`src/rtl/buffer_controller_pkg.sv`:
```
`default_nettype none
// ============================================================================
// Module      : buffer_controller_pkg
// Description : Shared state encoding and parameter defaults for the
//               buffer controller and its pointer sub-module.
// Revision    : 1.0 - initial release
// ============================================================================
package buffer_controller_pkg;

   // Controller phases: empty, prefilling, streaming to the consumer
   typedef enum logic [1:0] {
      IDLE   = 2'd0,
      FILL   = 2'd1,
      STREAM = 2'd2
   } state_t;

   localparam int c_DEFAULT_SIZE      = 16;
   localparam int c_DEFAULT_K         = 4;
   localparam int c_DEFAULT_J         = 4;
   localparam int c_DEFAULT_START_LVL = 8;

endpackage
`default_nettype wire

```
`src/rtl/wrap_ptr.sv`:
```
`default_nettype none
// ============================================================================
// Module      : wrap_ptr
// Description : Modulo-SIZE address register that advances by a fixed STEP.
//               SIZE is a power of two, so wrap is the natural overflow.
// Revision    : 1.0 - initial release
// ============================================================================
module wrap_ptr
   import buffer_controller_pkg::*;
#(
   parameter int SIZE = c_DEFAULT_SIZE,
   parameter int STEP = c_DEFAULT_K,
   parameter int BIT  = $clog2(SIZE)
) (
   input  logic           clk,
   input  logic           rst,
   input  logic           i_clr,
   input  logic           i_adv,
   output logic [BIT-1:0] o_ptr
);

   // A step equal to SIZE folds to zero, leaving the pointer in place
   localparam logic [BIT-1:0] c_STEP = BIT'(STEP % SIZE);

   logic [BIT-1:0] r_ptr;

   // Pointer register: async clear, sync clear, then advance on demand
   always_ff @(posedge clk or negedge rst) begin
      if (!rst) begin
         r_ptr <= '0;
      end else if (i_clr) begin
         r_ptr <= '0;
      end else if (i_adv) begin
         r_ptr <= r_ptr + c_STEP;
      end
   end

   assign o_ptr = r_ptr;

endmodule
`default_nettype wire

```
`src/rtl/buffer_controller.sv`:
```
`default_nettype none
// ============================================================================
// Module      : buffer_controller
// Description : Occupancy, address and prefill control for a circular buffer
//               written K words at a time and read J words at a time.
// Revision    : 1.0 - initial release
// ============================================================================
module buffer_controller
   import buffer_controller_pkg::*;
#(
   parameter int SIZE      = c_DEFAULT_SIZE,
   parameter int K         = c_DEFAULT_K,
   parameter int J         = c_DEFAULT_J,
   parameter int START_LVL = c_DEFAULT_START_LVL,
   parameter int BIT       = $clog2(SIZE),
   parameter int CBIT      = $clog2(SIZE + 1)
) (
   input  logic            clk,
   input  logic            rst,
   input  logic            flush,
   input  logic            wr_req,
   output logic            wr_ready,
   input  logic            rd_req,
   output logic            rd_valid,
   output logic            ld,
   output logic [BIT-1:0]  write_add,
   output logic [BIT-1:0]  read_add,
   output logic [CBIT-1:0] count,
   output logic [1:0]      state
);

   localparam logic [CBIT-1:0] c_SIZE_W  = CBIT'(SIZE);
   localparam logic [CBIT-1:0] c_K_W     = CBIT'(K);
   localparam logic [CBIT-1:0] c_J_W     = CBIT'(J);
   localparam logic [CBIT-1:0] c_START_W = CBIT'(START_LVL);

   state_t          r_state;
   state_t          w_state_next;
   logic [CBIT-1:0] r_count;
   logic [CBIT-1:0] w_count_next;
   logic            w_wr_fire;
   logic            w_rd_fire;

   // Handshakes look only at the registered count; no same-cycle credit
   assign wr_ready  = ((c_SIZE_W - r_count) >= c_K_W) && !flush;
   assign rd_valid  = (r_state == STREAM) && (r_count >= c_J_W) && !flush;
   // Reset term keeps the load strobe quiet while reset is held
   assign w_wr_fire = wr_req && wr_ready && rst;
   assign w_rd_fire = rd_req && rd_valid;
   assign ld        = w_wr_fire;

   // Next occupancy; add before subtract so the intermediate never underflows
   always_comb begin
      w_count_next = r_count;
      if (w_wr_fire) begin
         w_count_next = w_count_next + c_K_W;
      end
      if (w_rd_fire) begin
         w_count_next = w_count_next - c_J_W;
      end
   end

   // Occupancy register
   always_ff @(posedge clk or negedge rst) begin
      if (!rst) begin
         r_count <= '0;
      end else if (flush) begin
         r_count <= '0;
      end else begin
         r_count <= w_count_next;
      end
   end

   // State register
   always_ff @(posedge clk or negedge rst) begin
      if (!rst) begin
         r_state <= IDLE;
      end else begin
         r_state <= w_state_next;
      end
   end

   // Next-state: empty detection wins over the low-level fallback to FILL
   always_comb begin
      w_state_next = r_state;
      if (flush) begin
         w_state_next = IDLE;
      end else begin
         case (r_state)
            IDLE: begin
               if (w_wr_fire) begin
                  w_state_next = FILL;
               end
            end
            FILL: begin
               if (w_count_next >= c_START_W) begin
                  w_state_next = STREAM;
               end
            end
            STREAM: begin
               if (w_count_next == '0) begin
                  w_state_next = IDLE;
               end else if (w_count_next < c_J_W) begin
                  w_state_next = FILL;
               end
            end
            default: begin
               w_state_next = IDLE;
            end
         endcase
      end
   end

   wrap_ptr #(
      .SIZE (SIZE),
      .STEP (K),
      .BIT  (BIT)
   ) u_write_ptr (
      .clk   (clk),
      .rst   (rst),
      .i_clr (flush),
      .i_adv (w_wr_fire),
      .o_ptr (write_add)
   );

   wrap_ptr #(
      .SIZE (SIZE),
      .STEP (J),
      .BIT  (BIT)
   ) u_read_ptr (
      .clk   (clk),
      .rst   (rst),
      .i_clr (flush),
      .i_adv (w_rd_fire),
      .o_ptr (read_add)
   );

   assign count = r_count;
   assign state = r_state;

endmodule
`default_nettype wire
```
`config.mk`:
```
export PLATFORM = sky130hd
export DESIGN_NAME = buffer_controller
export DESIGN_NICKNAME = d
export VERILOG_FILES = /design/src/rtl/buffer_controller_pkg.sv /design/src/rtl/wrap_ptr.sv /design/src/rtl/buffer_controller.sv
export SDC_FILE = /design/constraint.sdc
export NUM_CORES = 1
export LEC_CHECK = 0
export CELL_PAD_IN_SITES_DETAIL_PLACEMENT = 0
export CELL_PAD_IN_SITES_GLOBAL_PLACEMENT = 1
export CORE_ASPECT_RATIO = 0.6
export CORE_MARGIN = 10
export CORE_UTILIZATION = 28
export CTS_CLUSTER_SIZE = 16
export DETAILED_ROUTE_END_ITERATION = 8
export PLACE_DENSITY = 0.67
export RECOVER_POWER = 100
export SLEW_MARGIN = 30
export SYNTH_ARGS = -nofsm -noshare
export SYNTH_HDL_FRONTEND = slang
export SYNTH_SLANG_ARGS = --single-unit
export TNS_END_PERCENT = 5
```
`constraint.sdc`:
```
create_clock -name clk -period 5.34 [get_ports clk]
set_input_delay 0.801 -clock clk [delete_from_list [all_inputs] [get_ports clk]]
set_output_delay 0.801 -clock clk [all_outputs]
set_load 0.02 [all_outputs]
```
After elaboration in Yosys (flattened, before gate mapping)
Index checks and enable logic that the tools add are counted.
Storage, ports and cells
  bits in registers: 15
  input port bits: 5
  output and inout bits: 18
  logic and storage cells: 43
Cells by class
  $add $sub $neg: 5
  magnitude comparators: 4
  eq/ne operators: 5
  multiplexer cells: 13
  reductions and logical operators: 12
Operators with widths (count)
  4-bit two-way mux: 4
  5-bit two-way mux: 3
  5-bit by 3-bit greater-or-equal comparator with 1-bit output (second input constant): 2
  2-bit two-way mux: 5
  4-bit by 3-bit adder with 4-bit output (second input constant): 2
  1-bit logical AND: 6
  3-bit inequality test (second input constant): 2
  2-bit case mux with 3 select lines: 1
  5-bit by 3-bit adder with 5-bit output (second input constant): 1
  5-bit by 4-bit greater-or-equal comparator with 1-bit output (second input constant): 1
  5-bit logical NOT: 1
  5-bit by 3-bit < comparator with 1-bit output (second input constant): 1
  5-bit by 3-bit subtractor with 5-bit output (second input constant): 1
  5-bit subtractor (first input constant): 1
  4-bit by 2-bit inequality test with 1-bit output (second input constant): 1
  2-bit nonzero test: 2
  3-bit AND reduction: 1
  2-bit by 1-bit equality test with 1-bit output (second input constant): 1
  2-bit equality test (second input constant): 1
  2-bit logical NOT: 1
  1-bit logical NOT: 1

Longest topological paths before layout
Gate-level depths: netlist of run 1.
  word-level depth: 13
  gate-level depth with buffers: 11
  mapped depth without buffers: 11

By module
Synthesis of run 1 repeated with hierarchy kept, for this count alone.
Unflattened totals
  cell total of the unflattened synthesis: 81
  area total of the unflattened synthesis: 785.8 um^2
Modules (own cells, without submodules)
  buffer_controller: instances 1, cells an instance 61, area each 570.5 um^2, seq. area each 125.1 um^2
  wrap_ptr: instances 2, cells an instance 10, area each 107.6 um^2, seq. area each 50.0 um^2

Least setup slack after synthesis of run 1
Ideal clock, no wire load.
  path type: reg-to-reg
  from: reg r_count[2], in the netlist count[2]
  to: reg r_state[1], in the netlist state[1]
  library setup time: 0.127 ns
  arrival time: 2.572 ns
  slack: 2.641 ns
  stages on the path, launching flop included: 11
  path buffers: 0
  period minus slack after synthesis: 2.699 ns
  path through: dfrtp_1 inv_1 ha_1 xnor2_1 a21oi_2 a21oi_1 ha_1 and4bb_2 a211o_1 a32oi_1 o22ai_1
On the way
  word-level cells in the longest chain between the ends: 12
  elaborated cells on any way between the ends: 23
  classes of those cells: add/sub (3); order compare (4); eq/ne (3); mux (5); reduce/logical (8)
RTL lines
  start: declaration: RTL line buffer_controller.sv:39  | logic [CBIT-1:0] r_count;
  start signal: assignment: RTL line buffer_controller.sv:70  | r_count <= w_count_next;
  5-bit subtractor (*): RTL line buffer_controller.sv:45  | assign wr_ready = ((c_SIZE_W - r_count) >= c_K_W) && !flush;
  5-bit by 3-bit greater-or-equal comparator with 1-bit output (*): RTL line buffer_controller.sv:45
  1-bit logical AND (*): RTL line buffer_controller.sv:45
  1-bit logical AND (*) (2 in series): RTL line buffer_controller.sv:48  | assign w_wr_fire = wr_req && wr_ready && rst;
  net ld: RTL line buffer_controller.sv:25  | output logic ld,
  parallel branches: the longest is 7 deep, another holds 5-bit by 3-bit subtractor with 5-bit output
  end signal: assignment: RTL line buffer_controller.sv:79  | r_state <= w_state_next;
  end: declaration: RTL line buffer_controller.sv:37  | state_t r_state;
Mark *: on every way through the listed nets, which the timed path passes.
A chain may end at the register's enable or synchronous reset.

Final worst setup path of run 1
  from: in rst
  to: out ld
On the way
  word-level cells in the longest chain between the ends: 1
RTL lines
  start: declaration: RTL line buffer_controller.sv:19  | input logic rst,
  1-bit logical AND: RTL line buffer_controller.sv:48
  end: declaration: RTL line buffer_controller.sv:25
Every way passes these cells.

==> reports/metrics.cfg, run 1 <==
[place]
dpl-instance-area_um2 = 878.3
port_buffers = 16
hpwl_dp_um = 1444
finalWeightedCongestion = 0.8064

[clocking]
cts_tree = yes
cts.sink_count = 9
clk_root_buffer_cell = sky130_fd_sc_hd__clkbuf_8
worstSkewPairLatency_ns = 0.23
cts_setup_buffers = 0
cts_hold_buffers = 0
htree_num_levels = 1
worst_setup_hold_path_clk_slew_ns = 0.05
cts-buffers-inserted = 3
clk_path_buf_depth = 2
post_cts_resized = 0

[die]
floorplan.initialDensity_pct = 28.92
design.die.area_um2 = 5064
num_io_pins = 23
standard_cell_row_count = 14
die_h_um = 59.27
fp.coreArea_um2 = 2487
die_width_um = 85.44

[routing]
mean_number_of_vias_per_cell = 4.591
drc_errors = 0
avg_wl_per_cell_um = 14.52
detailedRoute.firstIterationViolations = 34
wirelength_um = 1844
detail_route.first_pass.iterations = 3
detail-route-antenna-nets = 0
vias = 583

[grt]
globalRouteTotalUtil_pct = 7.767
grt_pass1_wl_um = 3132
grt_start_max_net_pins = 14
grt.overflow.total = 0
grt_pass1_vias = 580
initial_antenna_violation_count = 0

[worst_setup_path]
critPathRequiredTime_ns = 4.54
cp_max_fo = 11
setup.worst_path.class = input pin to output port
startpoint_class = input pin
crit_path_end_kind = output port
cp.arrival_ns = 3.27

[synthesis]
netlist_area_before_placement_um2 = 719.4
synth_top_family_by_area = simple AND/OR/NAND/NOR gates
synthesis.instances = 78
synth-edff-count = 0
synth_adder_area_share_pct = 10.43
synth_sequential_area_ratio_pct = 31.30
synth.area.mux_share_pct = 0
synth_warnings = 0
synth_cell_types = 36
async_flop_share_pct = 100.0
synth_compound_area_share_pct = 11.48
flip_flop_cell_with_the_highest_count_after_synthesis = sky130_fd_sc_hd__dfrtp_1
avgSynthCellArea_um2 = 9.224
synth_simple_gate_area_share_pct = 29.57
synth.ff_latch_count = 9
xor_xnor_share_of_the_synthesized_area_pct = 7.304

[final_layout]
layout.cells.most_common = sky130_fd_sc_hd__dlygate4sd3_1
antenna_cells_inserted = 0
final_net_count = 107
post-route-cell-area_um2 = 919.6
layout.filler_cells = 260
syn2layout_area_growth_pct = 27.83
drive_above_1_share_pct = 9.474
layout_common_cells = sky130_fd_sc_hd__dlygate4sd3_1 (14), sky130_fd_sc_hd__nor2_1 (12), sky130_fd_sc_hd__dfrtp_1 (9), sky130_fd_sc_hd__ha_1 (6), sky130_fd_sc_hd__conb_1 (6)

[sta]
hold_violations_final = 0
setup-tns-final_ns = 0
fin_max_slew_vios = 0
max_freq_mhz = 245.7
fin_skew_ns = 0.0008922
final_period_minus_worst_setup_slack_ns = 4.070
worst_max_slew_pin_slew_ns = 0.6397
period_share_pct = 76.22
max_slew_margin_pct = 57.35
grt_setup_unrepaired = no
report.final.setup_viol = 0

[run_status]
status = complete, no violations

[power]
p_leak_nw = 0.4301
power_density_over_the_cells_nw_per_um2 = 216.2
ir_drop_mv = 0.09094

[flow_run]
max_cap_violations = 0

[min_path]
hold_path.class = register to register

routing by layer:
metal	vias up	global-route usage, %	wire length, um
li1	299	-	-
met1	261	10.82	960
met2	21	9.574	711
met3	2	4.258	153
met4	0	2.336	19
met5	-	0	0
state kept, by name, summed over array words and instances (netlist names):
register and flops:
u_write_ptr.o_ptr 2, count 3, u_read_ptr.o_ptr 2, state 2
power breakdown:
group / switching (mW) / total [mW] / leakage, nW / internal [mW]
Sequential: 0.00405 / 0.0747 / 0.124 / 0.0706
Combinational: 0.0257 / 0.0436 / 0.283 / 0.0179
Clock: 0.0284 / 0.0806 / 0.0228 / 0.0522
critical path: stages:
cell and delay [ns]:
sky130_fd_sc_hd__dlygate4sd3_1 0.85, sky130_fd_sc_hd__nand3b_1 0.27, sky130_fd_sc_hd__a21oi_1 0.57, sky130_fd_sc_hd__dlygate4sd3_1 0.77
worst paths after layout:
check                                     startpoint                   end  slack, ns  cells past startpoint
worst min register to register  u_write_ptr.o_ptr[3]  u_write_ptr.o_ptr[3]       0.54                      2
worst max-delay path                             rst                    ld       1.27                      4
min in group asynchronous                        rst  u_write_ptr.o_ptr[2]       0.98                      1
max in group asynchronous                        rst              count[2]       4.03                      1
worst min-delay path            u_write_ptr.o_ptr[3]  u_write_ptr.o_ptr[3]       0.54                      2
worst max register to register              count[2]              state[1]       2.40                     10
synthesized netlist by cell type (3+ instances only):
| master | instances | area (um2) |
|---|---|---|
| sky130_fd_sc_hd__nor2_1 | 12 | 45.04 |
| sky130_fd_sc_hd__dfrtp_1 | 9 | 225.2 |
| sky130_fd_sc_hd__buf_4 | 6 | 45.04 |
| sky130_fd_sc_hd__ha_1 | 6 | 75.07 |
| sky130_fd_sc_hd__nand2_1 | 4 | 15.01 |
| sky130_fd_sc_hd__xnor2_1 | 3 | 26.28 |
| sky130_fd_sc_hd__xor2_1 | 3 | 26.28 |
per-stage QoR:
stage                     std cells  setup WS (ns)  util (%)  power, mW  hold WS [ns]
after floorplan                  83          2.641         -     0.1073        0.5054
after global placement          123          1.668     35.31     0.1217        0.5298
after detailed placement        123          1.556     35.31     0.1215        0.5308
after CTS                       127          1.562     37.12     0.2036        0.5452
after global routing            127          1.042     36.97     0.2116        0.5782
final                           127          1.270     36.97     0.1989        0.5397
layout make-up:
cell class	instances	area, um2	share of cell area, %
multi-input cells	64	441.7	48.03
flip-flops and latches	9	225.2	24.49
repair buffers	16	160.2	17.42
clock buffers	4	45.04	4.898
well taps	32	40.04	4.354
inverters	2	7.507	0.8163
cells by family after synthesis:
kind of cell / count (synthesis)
flops: 9
other cells: 1
compound gates: 11
buf+inv: 10
simple gates: 35
xor+xnor: 6
fa+ha+maj: 6
Note: power is estimated with default switching activity, not from simulation.
==> run 2, diff against run 1 <==
==> constraint.sdc (replaced) <==
create_clock -name clk -period 4.1 [get_ports clk]
set_input_delay 0.615 -clock clk [delete_from_list [all_inputs] [get_ports clk]]
set_output_delay 0.615 -clock clk [all_outputs]
set_load 0.02 [all_outputs]
==> run 2 against run 1 <==
  * Critical path depth stayed put
  * Combinational power grew 33%
  * Non-clock buffer count is 1 higher
  * Clock skew is 0.0011 ns higher
  * Flip-flop and latch count is the same
  * Register-to-register slack worse by 1.3 ns
  * Sequential power increased by 30%
  * Setup slack got worse by 0.81 ns
  * Clock power grew 27%
  * Routed wire length down 2.0%
  * Die area unchanged
  * Design area increased by 0.82%
==> reports/metrics.cfg, run 2 (synthesis gave the netlist of run 1 again) <==
[worst_setup_path]
cp_max_fo = 13  ; +2
critPathRequiredTime_ns = 3.48  ; -1.06 ns
cp.arrival_ns = 3.02  ; -0.25 ns
crit_path_end_kind = output port
reg2reg_setup_slack_ns = 1.13  ; -1.27 ns
setup.worst_path.class = input pin to output port
path_common_cell = sky130_fd_sc_hd__dlygate4sd3_1
critical_path.slowest_cell = sky130_fd_sc_hd__dlygate4sd3_1
startpoint_class = input pin
reg2reg_depth = 10  ; unchanged
r2r_end = state[1]
crit_path_start = flush
r2r_start = count[2]
critPathBufInv = 2  ; unchanged
critPathTopFamily = buffers and inverters
crit_path_cell_count = 4  ; unchanged
cpPeakStageDelay_ns = 0.78  ; -0.07 ns
worstPathCellList = dlygate4sd3_1 -> nand3b_1 -> a21oi_1 -> dlygate4sd3_1

[power]
clock_power_share_pct = 39.6  ; -0.9 points
p_leak_nw = 0.4349  ; +1.1%
power_density_over_the_cells_nw_per_um2 = 277.4  ; +28%
switching_component_of_the_power_mw = 0.07344  ; +26%
ir_drop_mv = 0.1579  ; +74%
pwr-share-comb_pct = 22.6  ; +0.7 points
internal-power_mw = 0.1838  ; +31%
seq_power_share_pct = 37.8  ; +0.2 points
switching_part_of_the_total_pct = 28.55  ; -0.69 points

[min_path]
worstHoldStart = u_write_ptr.o_ptr[3]
hold_path.class = register to register
hold-path-endpoint = u_write_ptr.o_ptr[3]
min_path_cells = 2  ; unchanged

[grt]
grt_pass1_wl_um = 2967  ; -5.3%
grt_start_max_net_pins = 14  ; unchanged
grt_pass1_vias = 603  ; +4.0%
grt.overflow.total = 0  ; unchanged
globalRouteTotalUtil_pct = 7.294  ; -0.47 points
initial_antenna_violation_count = 0  ; unchanged

[sta]
max_freq_mhz = 274.9
worst_max_slew_pin_slew_ns = 0.6886  ; +0.04887 ns
fin_skew_ns = 0.001959  ; +0.001067 ns
setup-tns-final_ns = 0  ; unchanged
grt_setup_unrepaired = no
max_slew_margin_pct = 54.09  ; -3.3 points
report.final.setup_viol = 0  ; unchanged
period_share_pct = 88.71
hold_violations_final = 0  ; unchanged
fin_max_slew_vios = 0  ; unchanged
final_period_minus_worst_setup_slack_ns = 3.637

[routing]
drc_errors = 0  ; unchanged
detailedRoute.firstIterationViolations = 21  ; -38%
detail_route.first_pass.iterations = 4  ; +1
wirelength_um = 1808  ; -2.0%
vias = 604  ; +3.6%
avg_wl_per_cell_um = 14.13  ; -2.7%
mean_number_of_vias_per_cell = 4.719  ; +2.8%
detail-route-antenna-nets = 0  ; unchanged

[final_layout]
layout.cells.most_common = sky130_fd_sc_hd__dlygate4sd3_1
final_net_count = 108  ; +0.93%
syn2layout_area_growth_pct = 28.87
layout_common_cells = sky130_fd_sc_hd__dlygate4sd3_1 (14), sky130_fd_sc_hd__nor2_1 (12), sky130_fd_sc_hd__dfrtp_1 (9), sky130_fd_sc_hd__ha_1 (6), sky130_fd_sc_hd__conb_1 (6)
post-route-cell-area_um2 = 927.1  ; +0.82%
drive_above_1_share_pct = 10.42  ; +0.94 points
largest_register_ff_count = 3  ; unchanged
antenna_cells_inserted = 0  ; unchanged

[die]
design.die.area_um2 = 5064  ; unchanged
die_width_um = 85.44  ; unchanged
die_h_um = 59.27  ; unchanged
standard_cell_row_count = 14  ; unchanged
num_io_pins = 23  ; unchanged
floorplan.initialDensity_pct = 28.92  ; unchanged
fp.coreArea_um2 = 2487  ; unchanged

[run_status]
status = complete, no violations

[place]
port_buffers = 16  ; unchanged
hpwl_dp_um = 1430  ; -0.94%
dpl-instance-area_um2 = 885.9  ; +0.85%
finalWeightedCongestion = 0.7755  ; -3.8%

[clocking]
cts_tree = yes
cts-buffers-inserted = 3  ; unchanged
cts_hold_buffers = 0  ; unchanged
post_cts_resized = 0  ; unchanged
worstSkewPairLatency_ns = 0.23  ; about the same
clk_root_buffer_cell = sky130_fd_sc_hd__clkbuf_8
cts_setup_buffers = 0  ; unchanged
clk_path_buf_depth = 2  ; unchanged
htree_num_levels = 1  ; unchanged
cts.sink_count = 9  ; unchanged
worst_setup_hold_path_clk_slew_ns = 0.04  ; about the same

[flow_run]
max_cap_violations = 0  ; unchanged

## run 2: changes by cell type in the layout (fill, tap and decap cells not counted)
| cell | delta |
|---|---|
| sky130_fd_sc_hd__buf_4 | +1 |
## run 2: worst min-delay path, stage by stage (launching register included)
cell                      delay, ns
sky130_fd_sc_hd__dfrtp_1       0.34
sky130_fd_sc_hd__xor2_1        0.07
sky130_fd_sc_hd__nor2_1        0.07
## run 2: how the worst max path moves through the flow
stage | endpoint | slack, ns
final | ld | 0.46
after global routing | ld | 0.38
after CTS | ld | 0.79
after global placement | ld | 0.82
after floorplan | state[1] | 1.40
after detailed placement | state[1] | 0.79
## run 2: area by class of cell
cell class                      count  area (um2)
Clock buffer                        4       45.04
Sequential cell                     9       225.2
Multi-Input combinational cell     64       441.7
Tap cell                           32       40.04
Inverter                            2       7.507
Fill cell                         258        1560
Timing Repair Buffer               17       167.7
## run 2: layer usage
layer	global-route usage (%)	routed length (um)	part of all wire, %
met2	9.043	650	36
met5	0	0	0
met1	9.839	926	51
met3	4.533	213	12
met4	2.103	17	0.94
## run 2: per-stage QoR
step	std cells	hold WS [ns]	setup WS, ns	utilization (%)	total power [mW]
global placement	124	0.5283	0.8177	35.61	0.1592
global route	128	0.5618	0.3812	37.27	0.2737
finish	128	0.5279	0.4627	37.27	0.2572
detailed placement	124	0.5238	0.7891	35.61	0.1586
CTS	128	0.5395	0.7864	37.42	0.2625
floorplan	83	0.3194	1.401	-	0.1397
## run 2: power by group through the flow
| stage | sequential, mW | clock, mW | combinational [mW] |
|---|---|---|---|
| CTS | 0.0974 | 0.104 | 0.0606 |
| global route | 0.0978 | 0.112 | 0.0637 |
| global placement | 0.0985 | 0 | 0.0607 |
| floorplan | 0.101 | 0 | 0.0386 |
| finish | 0.0972 | 0.102 | 0.0581 |
| detailed placement | 0.0987 | 0 | 0.0599 |
